## src/rtl/counter_pkg.sv

```systemverilog
// Shared types and encodings for the programmable counter.
package counter_pkg;

    // FSM states of the counter controller.
    typedef enum logic [1:0] {
        IDLE = 2'd0,
        RUN  = 2'd1,
        DONE = 2'd2
    } state_t;

    // Count direction encodings.
    localparam logic DIR_UP   = 1'b0;
    localparam logic DIR_DOWN = 1'b1;

    // Run mode encodings.
    localparam logic MODE_WRAP    = 1'b0;
    localparam logic MODE_ONESHOT = 1'b1;

endpackage

```

## src/rtl/prog_counter_if.sv

```systemverilog
// Control/status bundle for prog_counter: the master drives the controls,
// the slave (the counter) returns count and status.
interface prog_counter_if #(
    parameter int WIDTH      = 16,
    parameter int PRESCALE_W = 8
);
    logic                  en;
    logic                  start;
    logic                  load;
    logic [WIDTH-1:0]      load_val;
    logic                  dir;
    logic                  mode;
    logic [WIDTH-1:0]      limit;
    logic [PRESCALE_W-1:0] prescale;
    logic [WIDTH-1:0]      count;
    logic                  tc;
    logic                  busy;
    logic                  done;

    modport master (
        output en, start, load, load_val, dir, mode, limit, prescale,
        input  count, tc, busy, done
    );

    modport slave (
        input  en, start, load, load_val, dir, mode, limit, prescale,
        output count, tc, busy, done
    );
endinterface

```

## src/rtl/prog_counter_prescaler_tick.sv

```systemverilog
// Prescaler: raises tick on every (prescale+1)-th enabled cycle.
// The phase counter holds while en is low so a paused run resumes
// with its remaining phase intact.
module prescaler_tick #(
    parameter int PRESCALE_W = 8
) (
    input  logic                  clk,
    input  logic                  rst,
    input  logic                  en,
    input  logic                  clear,
    input  logic [PRESCALE_W-1:0] prescale,
    output logic                  tick
);
    logic [PRESCALE_W-1:0] pre_cnt;

    // A clear in the same cycle suppresses the tick: load/start win over counting.
    assign tick = en && !clear && (pre_cnt == prescale);

    // Phase counter: clear, advance while enabled, restart on reaching prescale.
    always_ff @(posedge clk or posedge rst) begin
        if (rst) begin
            pre_cnt <= '0;
        end else if (clear) begin
            pre_cnt <= '0;
        end else if (en) begin
            if (pre_cnt == prescale) begin
                pre_cnt <= '0;
            end else begin
                pre_cnt <= pre_cnt + 1'b1;
            end
        end
    end
endmodule

```

## src/rtl/prog_counter.sv

```systemverilog
// Programmable up/down counter with prescaled tick, wrap or one-shot mode
// and a single-cycle terminal-count pulse.
//
//   state | meaning
//   IDLE  | after reset, count holds, waiting for start
//   RUN   | counting on each prescaler tick
//   DONE  | one-shot reached terminal value, count holds until start
module prog_counter
    import counter_pkg::*;
#(
    parameter int WIDTH      = 16,
    parameter int PRESCALE_W = 8
) (
    input  logic            clk,
    input  logic            rst,
    prog_counter_if.slave   bus
);
    state_t           state_q, state_d;
    logic [WIDTH-1:0] count_q, count_d;
    logic             tc_q, tc_d;
    logic [WIDTH-1:0] start_val;
    logic             terminal;
    logic             tick;

    prescaler_tick #(.PRESCALE_W(PRESCALE_W)) u_prescaler (
        .clk      (clk),
        .rst      (rst),
        .en       (bus.en && (state_q == RUN)),
        .clear    (bus.load || bus.start),
        .prescale (bus.prescale),
        .tick     (tick)
    );

    assign start_val = (bus.dir == DIR_DOWN) ? bus.limit : '0;

    // ">=" rather than "==" so a limit lowered below count mid-run still terminates.
    assign terminal = (bus.dir == DIR_DOWN) ? (count_q == '0) : (count_q >= bus.limit);

    // Next state, count and tc: load beats start, start beats tick.
    always_comb begin
        state_d = state_q;
        count_d = count_q;
        tc_d    = 1'b0;
        if (bus.load) begin
            count_d = bus.load_val;
        end else if (bus.start) begin
            state_d = RUN;
            count_d = start_val;
        end else if (tick) begin
            if (terminal) begin
                tc_d = 1'b1;
                if (bus.mode == MODE_ONESHOT) begin
                    state_d = DONE;
                end else begin
                    count_d = start_val;
                end
            end else if (bus.dir == DIR_DOWN) begin
                count_d = count_q - 1'b1;
            end else begin
                count_d = count_q + 1'b1;
            end
        end
    end

    // State, count and terminal pulse registers.
    always_ff @(posedge clk or posedge rst) begin
        if (rst) begin
            state_q <= IDLE;
            count_q <= '0;
            tc_q    <= 1'b0;
        end else begin
            state_q <= state_d;
            count_q <= count_d;
            tc_q    <= tc_d;
        end
    end

    assign bus.count = count_q;
    assign bus.tc    = tc_q;
    assign bus.busy  = (state_q == RUN);
    assign bus.done  = (state_q == DONE);
endmodule

```

## src/flat_wrapper.sv

```systemverilog
// flat-port wrapper written by rule: the top's interface ports become plain ports
module prog_counter_flat import counter_pkg::*;
#(
    parameter int WIDTH      = 16,
    parameter int PRESCALE_W = 8
)
  (clk, rst, bus_en, bus_start, bus_load, bus_load_val, bus_dir, bus_mode, bus_limit, bus_prescale, bus_count, bus_tc, bus_busy, bus_done);
  prog_counter_if #(.WIDTH(WIDTH), .PRESCALE_W(PRESCALE_W)) bus_i ();
  input  logic clk;
  input  logic rst;
  input wire logic [$bits(bus_i.en)-1:0] bus_en;
  input wire logic [$bits(bus_i.start)-1:0] bus_start;
  input wire logic [$bits(bus_i.load)-1:0] bus_load;
  input wire logic [$bits(bus_i.load_val)-1:0] bus_load_val;
  input wire logic [$bits(bus_i.dir)-1:0] bus_dir;
  input wire logic [$bits(bus_i.mode)-1:0] bus_mode;
  input wire logic [$bits(bus_i.limit)-1:0] bus_limit;
  input wire logic [$bits(bus_i.prescale)-1:0] bus_prescale;
  output wire logic [$bits(bus_i.count)-1:0] bus_count;
  output wire logic [$bits(bus_i.tc)-1:0] bus_tc;
  output wire logic [$bits(bus_i.busy)-1:0] bus_busy;
  output wire logic [$bits(bus_i.done)-1:0] bus_done;
  assign bus_i.en = bus_en;
  assign bus_i.start = bus_start;
  assign bus_i.load = bus_load;
  assign bus_i.load_val = bus_load_val;
  assign bus_i.dir = bus_dir;
  assign bus_i.mode = bus_mode;
  assign bus_i.limit = bus_limit;
  assign bus_i.prescale = bus_prescale;
  assign bus_count = bus_i.count;
  assign bus_tc = bus_i.tc;
  assign bus_busy = bus_i.busy;
  assign bus_done = bus_i.done;
  prog_counter #(.WIDTH(WIDTH), .PRESCALE_W(PRESCALE_W)) u_core (.clk(clk), .rst(rst), .bus(bus_i));
endmodule
```

## config.mk

```make
export PLATFORM = sky130hd
export DESIGN_NAME = prog_counter_flat
export DESIGN_NICKNAME = d
export VERILOG_FILES = /design/src/rtl/counter_pkg.sv /design/src/rtl/prog_counter_if.sv /design/src/rtl/prog_counter_prescaler_tick.sv /design/src/rtl/prog_counter.sv /design/src/flat_wrapper.sv
export SDC_FILE = /design/constraint.sdc
export NUM_CORES = 1
export LEC_CHECK = 0
export CAP_MARGIN = 15
export CORE_MARGIN = 2
export CORE_UTILIZATION = 53
export CTS_BUF_LIST = sky130_fd_sc_hd__clkbuf_4
export DETAILED_ROUTE_END_ITERATION = 10
export GPL_ROUTABILITY_DRIVEN = 1
export PLACE_DENSITY = 0.84
export SKIP_LAST_GASP = 1
export SLEW_MARGIN = 30
export SYNTH_ARGS = -nofsm -noshare
export SYNTH_HDL_FRONTEND = slang
export SYNTH_SLANG_ARGS = --single-unit
```

## constraint.sdc

```tcl
create_clock -name clk -period 2.9 [get_ports clk]
set_input_delay 0.725 -clock clk [delete_from_list [all_inputs] [get_ports clk]]
set_output_delay 0.725 -clock clk [all_outputs]
set_load 0.005 [all_outputs]
```

Yosys cells after proc, flatten, opt, wreduce, memory -nomap -nowiden

Cells that the tools add are included.

$lt $le $gt $ge: 1
Shift operators: 0
Multiply operators: 0
Equal/unequal tests: 4
Multiplexer cells: 19
Add/sub/neg operators: 3
Reduce and logical (&&, ||, !) cells: 13
Divide/modulo/power cells: 0
Bitwise gates (word level): 1

Operator list:

| operator                                            | count |
|---|---|
| two-way mux 16 bit                                  | 7 |
| two-way mux 8 bit                                   | 3 |
| adder 16 x 1 -> 16 bit, second input constant       | 1 |
| greater-or-equal comparator 16 bit                  | 1 |
| logical NOT 16 bit                                  | 1 |
| subtractor 16 x 1 -> 16 bit, second input constant  | 1 |
| adder 8 x 1 -> 8 bit, second input constant         | 1 |
| equality test 8 bit                                 | 1 |
| two-way mux 2 bit                                   | 4 |
| nonzero test 2 bit                                  | 4 |
| two-way mux 1 bit                                   | 5 |
| inequality test 4 bit, second input constant        | 1 |
| AND reduction 4 bit                                 | 1 |
| logical AND 1 bit                                   | 3 |
| nonzero test 3 bit                                  | 1 |
| equality test 2 x 1 -> 1 bit, second input constant | 1 |
| equality test 2 bit, second input constant          | 1 |
| AND reduction 2 bit                                 | 1 |
| logical NOT 1 bit                                   | 1 |
| logical OR 1 bit                                    | 1 |
| inverter 1 bit                                      | 1 |

Bits in registers: 27
Logic and storage cells: 45
Bits in read-only memories: 0
Memories kept: 0
Output and inout port bits: 19
Input port bits: 47
Bits in writable memories: 0
Bits in latches: 0

Logic depth before layout (Yosys ltp)

Depth after elaboration: 7
Mapped depth: 11
Gate-level depth less buffers: 9

Hierarchy

A second synthesis with hierarchy kept.

Cell total of the unflattened synthesis: 353
Area, all modules: 2831.5 sq um

By module, submodules not included:

| module         | instances | area an instance (sq um) | sequential area each (sq um) | cells each |
|---|---|---|---|---|
| prog_counter   | 1         | 2227.1                   | 475.5                        | 285 |
| prescaler_tick | 1         | 604.3                    | 200.2                        | 68 |

Least setup slack after synthesis

OpenSTA, ideal clock, no wires.

Path kind: in2reg
Start point: input bus_limit[0]
End point: register u_core.count_q[1] (netlist: u_core.bus.count[1])
Stages: 8
Data arrival time: 2.627 ns
Required time: 2.779 ns
Library setup time: 0.121 ns
Path buffers: 0
Slack: 0.152 ns
Cell sequence: ha_1 > nand2b_4 > a2111oi_4 > o311ai_4 > a211oi_4 > nor2_4 > a311o_1 > a22o_1

Word-level cells in the longest chain between the ends: 6
Elaborated cells on any way between the ends: 8
Classes of those cells: 1 x order compare; 1 x eq/ne; 5 x mux; 1 x reduce/logical

RTL lines:

| item                                 | line               | source |
|---|---|---|
| start: declaration                   | flat_wrapper.sv:17 | `input wire logic [$bits(bus_i.limit)-1:0] bus_limit;` |
| greater-or-equal comparator 16 bit * | prog_counter.sv:37 | `assign terminal = (bus.dir == DIR_DOWN) ? (count_q == '0) : (count_q >= bus.limit);` |
| two-way mux 1 bit *                  | prog_counter.sv:37 |  |
| two-way mux 16 bit                   | prog_counter.sv:50 | `if (terminal) begin` |
| two-way mux 16 bit                   | prog_counter.sv:49 | `end else if (tick) begin` |
| two-way mux 16 bit                   | prog_counter.sv:46 | `end else if (bus.start) begin` |
| two-way mux 16 bit                   | prog_counter.sv:44 | `if (bus.load) begin` |
| end signal: assignment               | prog_counter.sv:73 | `count_q <= count_d;` |
| end: declaration                     | prog_counter.sv:19 | `logic [WIDTH-1:0] count_q, count_d;` |

Every way passes the cells marked *; elsewhere a longest branch is shown, timed or not. The select of a mux whose other input is x is not followed.
A chain may end at the register's enable or synchronous reset.

Final worst setup path

Start point: input bus_limit[1]
End point: register u_core.count_q[0] (netlist: u_core.bus.count[0])

The elaborated chain is that of the path after synthesis.

==> results.py <==
metrics = {
    "status": {
        "status": "finished, final reports clean",
    },
    "pwr": {
        "p_leak_nw": 1.96,
        "vdd_drop_max_mv": 0.282,
        "p_int_mw": 1.03,
        "power_switching_uw": 717,
        "powerDensity_mw_per_mm2": 404,
        "clockPowerShare_pct": 10.8,
        "seqPwrFrac_pct": 28.1,
        "power_frac_comb_pct": 61.1,
        "switching_share_pct": 41.1,
    },
    "critical_path": {
        "cp-start-kind": "primary input",
        "path_class": "primary input to flip-flop",
        "crit_path_max_incr_delay_ps": 490,
        "crit_fanout": 10,
        "startpoint": "bus_limit[1]",
        "critical_path.top_delay_family": "compound AO/OA/AOI/OAI gates",
        "crit_buf_inv": 3,
        "cpMaxStageDelayCell": "clkdlybuf4s50_1",
        "cp-end-kind": "flip-flop",
        "arrival_ps": 3140,
        "crit_chain": "clkdlybuf4s50_1 > inv_1 > ha_4 > a2111oi_4 > o311ai_4 > a211o_2 > buf_6 > a21oi_2 > a2111oi_4 > a221oi_1",
        "r2r_start": "u_core.bus.count[0]$_DFFE_PP0P_",
        "path_common_cell": "a2111oi_4",
        "worstPathRequired_ps": 3160,
    },
    "routing": {
        "routed_wl_um": 10200,
        "dr.pass1.iters": 5,
        "route.detailed.drc": 0,
        "vias_per_cell": 6.24,
        "vias": 3421,
        "postRouteAntennaNets": 0,
        "first_iter_violations": 302,
        "routedWlPerCell_um": 18.5,
    },
    "layout": {
        "drive_above_1_share_pct": 23.4,
        "syn_to_final_growth_pct": 50.0,
        "fin_nets": 558,
        "final_cell_area_mm2": 0.00432,
        "postLayoutCoreUtil_pct": 83.6,
        "fillers": 307,
        "antenna_cells": 0,
        "multi_input_area_mm2": 0.00216,
        "regArea_um2": 676,
    },
    "synth": {
        "yosys_most_used_dff": "dfrtp_1",
        "synth_edf_count": 0,
        "yosys_warnings": 0,
        "syn_area_mm2": 0.00288,
        "yosysSeqAreaShare_pct": 23.4,
        "ys_async_sr_fraction_pct": 100,
        "synth_cells": 347,
        "synth_nets": 426,
        "ys_ff_latch": 27,
        "yosysUniqueCellTypes": 59,
        "syn_area_per_cell_um2": 8.30,
    },
    "floorplanning": {
        "dieHeight_um": 77.7,
        "num_rows": 26,
        "ios": 66,
        "die_w_um": 77.7,
        "fp.dieArea_mm2": 0.00604,
        "core_mm2": 0.00517,
        "start_util_pct": 55.7,
    },
    "clock_tree": {
        "clk_latency_ps": 360,
        "tritoncts": "built",
        "clockRootBuffer": "clkbuf_4",
        "clock_path_buffers": 2,
        "htree_levels": 1,
        "cts.sinks": 27,
        "cts_buffers": 3,
        "ctsHoldBuffers": 0,
        "clk_pin_slew_ps": 180,
    },
    "sta": {
        "post-route-period-util_pct": 99.3,
        "finalWorstSetupSlack_ps": 20.6,
        "setup_viol_count_final": 0,
        "worstMarginPinSlew_ps": 491,
        "max_slew_margin_pct": 67.0,
        "period_needed_ps": 2880,
        "fin_skew_ps": 13.5,
        "rsz0062_at_grt": "true",
        "final_max_slew_viol_count": 0,
        "fmax_mhz": 347,
        "hold_viol": 0,
    },
    "hold_path": {
        "min_path_type": "flip-flop to flip-flop",
        "hp-start": "u_core.u_prescaler.pre_cnt[7]$_DFFE_PP0P_",
    },
    "place": {
        "dp_worst_setup_slack_ps": -529,
        "io_buffer_count": 65,
        "dp_hpwl_um": 7160,
        "globalplace.congestion": 0.998,
        "placed_area_mm2": 0.00403,
    },
    "global_route": {
        "grt_usage_pct": 32.0,
        "grt_overflow": 0,
        "grt_first_pass_wirelength_um": 15600,
        "antenna_found_initial": 0,
        "grt_pass1_vias": 3441,
        "grt_max_degree": 28,
    },
    "flow_run": {
        "maxCapViolations": 0,
    },
}
-- placed cells by master, fill, tap and decap left out, types with 8 or more instances in the layout --
master           instances
clkdlybuf4s50_1         60
inv_1                   32
a21oi_1                 22
ha_1                    27
nor3_1                   8
dfrtp_1                 27
buf_4                   66
o21ai_0                 22
nand2_1                 34
nand3_1                  9
nand4_1                 10
xor2_1                  11
nor2_1                  13
-- synthesized netlist by cell type (2+ instances only) --
library cell	number	area, µm²
a211oi_1	4	30.0
a21o_1	3	22.5
a21oi_1	27	135
a221oi_1	2	17.5
a22o_1	4	35.0
a311o_1	2	20.0
a311oi_1	6	52.6
a31oi_1	5	31.3
and2_1	3	18.8
and3_1	3	18.8
buf_2	2	10.0
buf_6	4	45.0
clkbuf_1	2	7.51
clkbuf_8	3	41.3
dfrtp_1	27	676
ha_1	31	388
inv_1	35	131
nand2_1	35	131
nand2b_1	3	18.8
nand3_1	9	45.0
nand4_1	10	62.6
nor2_1	13	48.8
nor2b_1	5	31.3
nor3_1	8	40.0
nor4_1	7	43.8
o2111ai_1	3	26.3
o211ai_1	2	15.0
o21a_1	4	30.0
o21ai_0	24	120
o311ai_0	2	17.5
o31a_1	2	17.5
o31ai_1	9	67.6
o41ai_1	3	26.3
or3_1	4	25.0
xnor2_1	7	61.3
xor2_1	11	96.3
-- state kept, by name, indices dropped and copies added (netlist names) --
signal and count:
u_core.bus.count 16, u_core.u_prescaler.pre_cnt 8, u_core.state_q 2, u_core.bus.tc 1
-- worst reg2reg max path: cells and delay by family, from the launching register on --
kind | cells | cell delay, ps
AND/OR/NAND/NOR | 1 | 150
buffers and inverters | 2 | 290
flip-flops | 1 | 420
AO/OA/AOI/OAI | 6 | 1520
adder cells (fa/ha/maj) | 1 | 250
-- logic make-up (layout without fill, tap and decap cells) --
kind of cell,after synthesis,count (layout),share of synthesized area [%]
buffers and inverters,46,177,8.16
flip-flops,27,27,23.4
XOR/XNOR,18,18,5.47
AND/OR/NAND/NOR,108,108,19.3
adder cells (fa/ha/maj),32,32,14.2
multiplexers,1,1,0.347
AO/OA/AOI/OAI,115,115,29.1
-- per-layer routing --
layer  track usage (%)  vias up  share of wire (%)
li1                  -     1568                  -
met1              38.1     1619                 39
met2              58.3      190                 51
met3              2.44       44                6.1
met4              14.6        0                4.0
met5                 0        -                  0
-- final timing paths --
kind / end / slack [ps] / cells after the start
hold / removal: u_core.u_prescaler.pre_cnt[7]$_DFFE_PP0P_ / 510 / 1
setup reg to reg: u_core.bus.count[0]$_DFFE_PP0P_ / 170 / 10
setup / recovery: u_core.bus.count[0]$_DFFE_PP0P_ / 20 / 10
hold reg to reg: u_core.u_prescaler.pre_cnt[7]$_DFFE_PP0P_ / 510 / 1
min in group asynchronous: u_core.u_prescaler.pre_cnt[1]$_DFFE_PP0P_ / 710 / 3
max in group asynchronous: u_core.u_prescaler.pre_cnt[7]$_DFFE_PP0P_ / 1910 / 3
-- power by group through the flow --
stage | Combinational, mW | Clock (mW) | Sequential [mW]
after global placement | 0.914 | 0 | 0.489
final | 1.07 | 0.188 | 0.491
after CTS | 0.966 | 0.186 | 0.487
after detailed placement | 0.940 | 0 | 0.489
after floorplan | 0.525 | 0 | 0.473
after global routing | 1.15 | 0.204 | 0.495
-- timing repair --
item / CTS / global route
buffers inserted: 1 / 4
setup endpoints to repair: 16 / 16
pin swaps: 6 / 14
resized for setup: 12 / 34
-- through the flow --
stage	std cells	setup TNS, ps	hold slack (ps)	total power [mW]
after detailed placement	539	-7850	488	1.43
final	548	0	510	1.75
after global routing	548	-302	544	1.85
after global placement	539	-6250	489	1.40
after CTS	544	-262	516	1.64
after floorplan	347	0	465	0.998
-- cell type report --
type                            instances  share of cell area [%]
Multi-Input combinational cell        274                    50.0
Timing Repair Buffer                  138                    28.7
Sequential cell                        27                    15.6
Inverter                               35                    3.04
Tap cell                               70                    2.03
Clock buffer                            3                   0.521
Clock inverter                          1                   0.116
No activity file was read; power rests on OpenSTA's default activity.
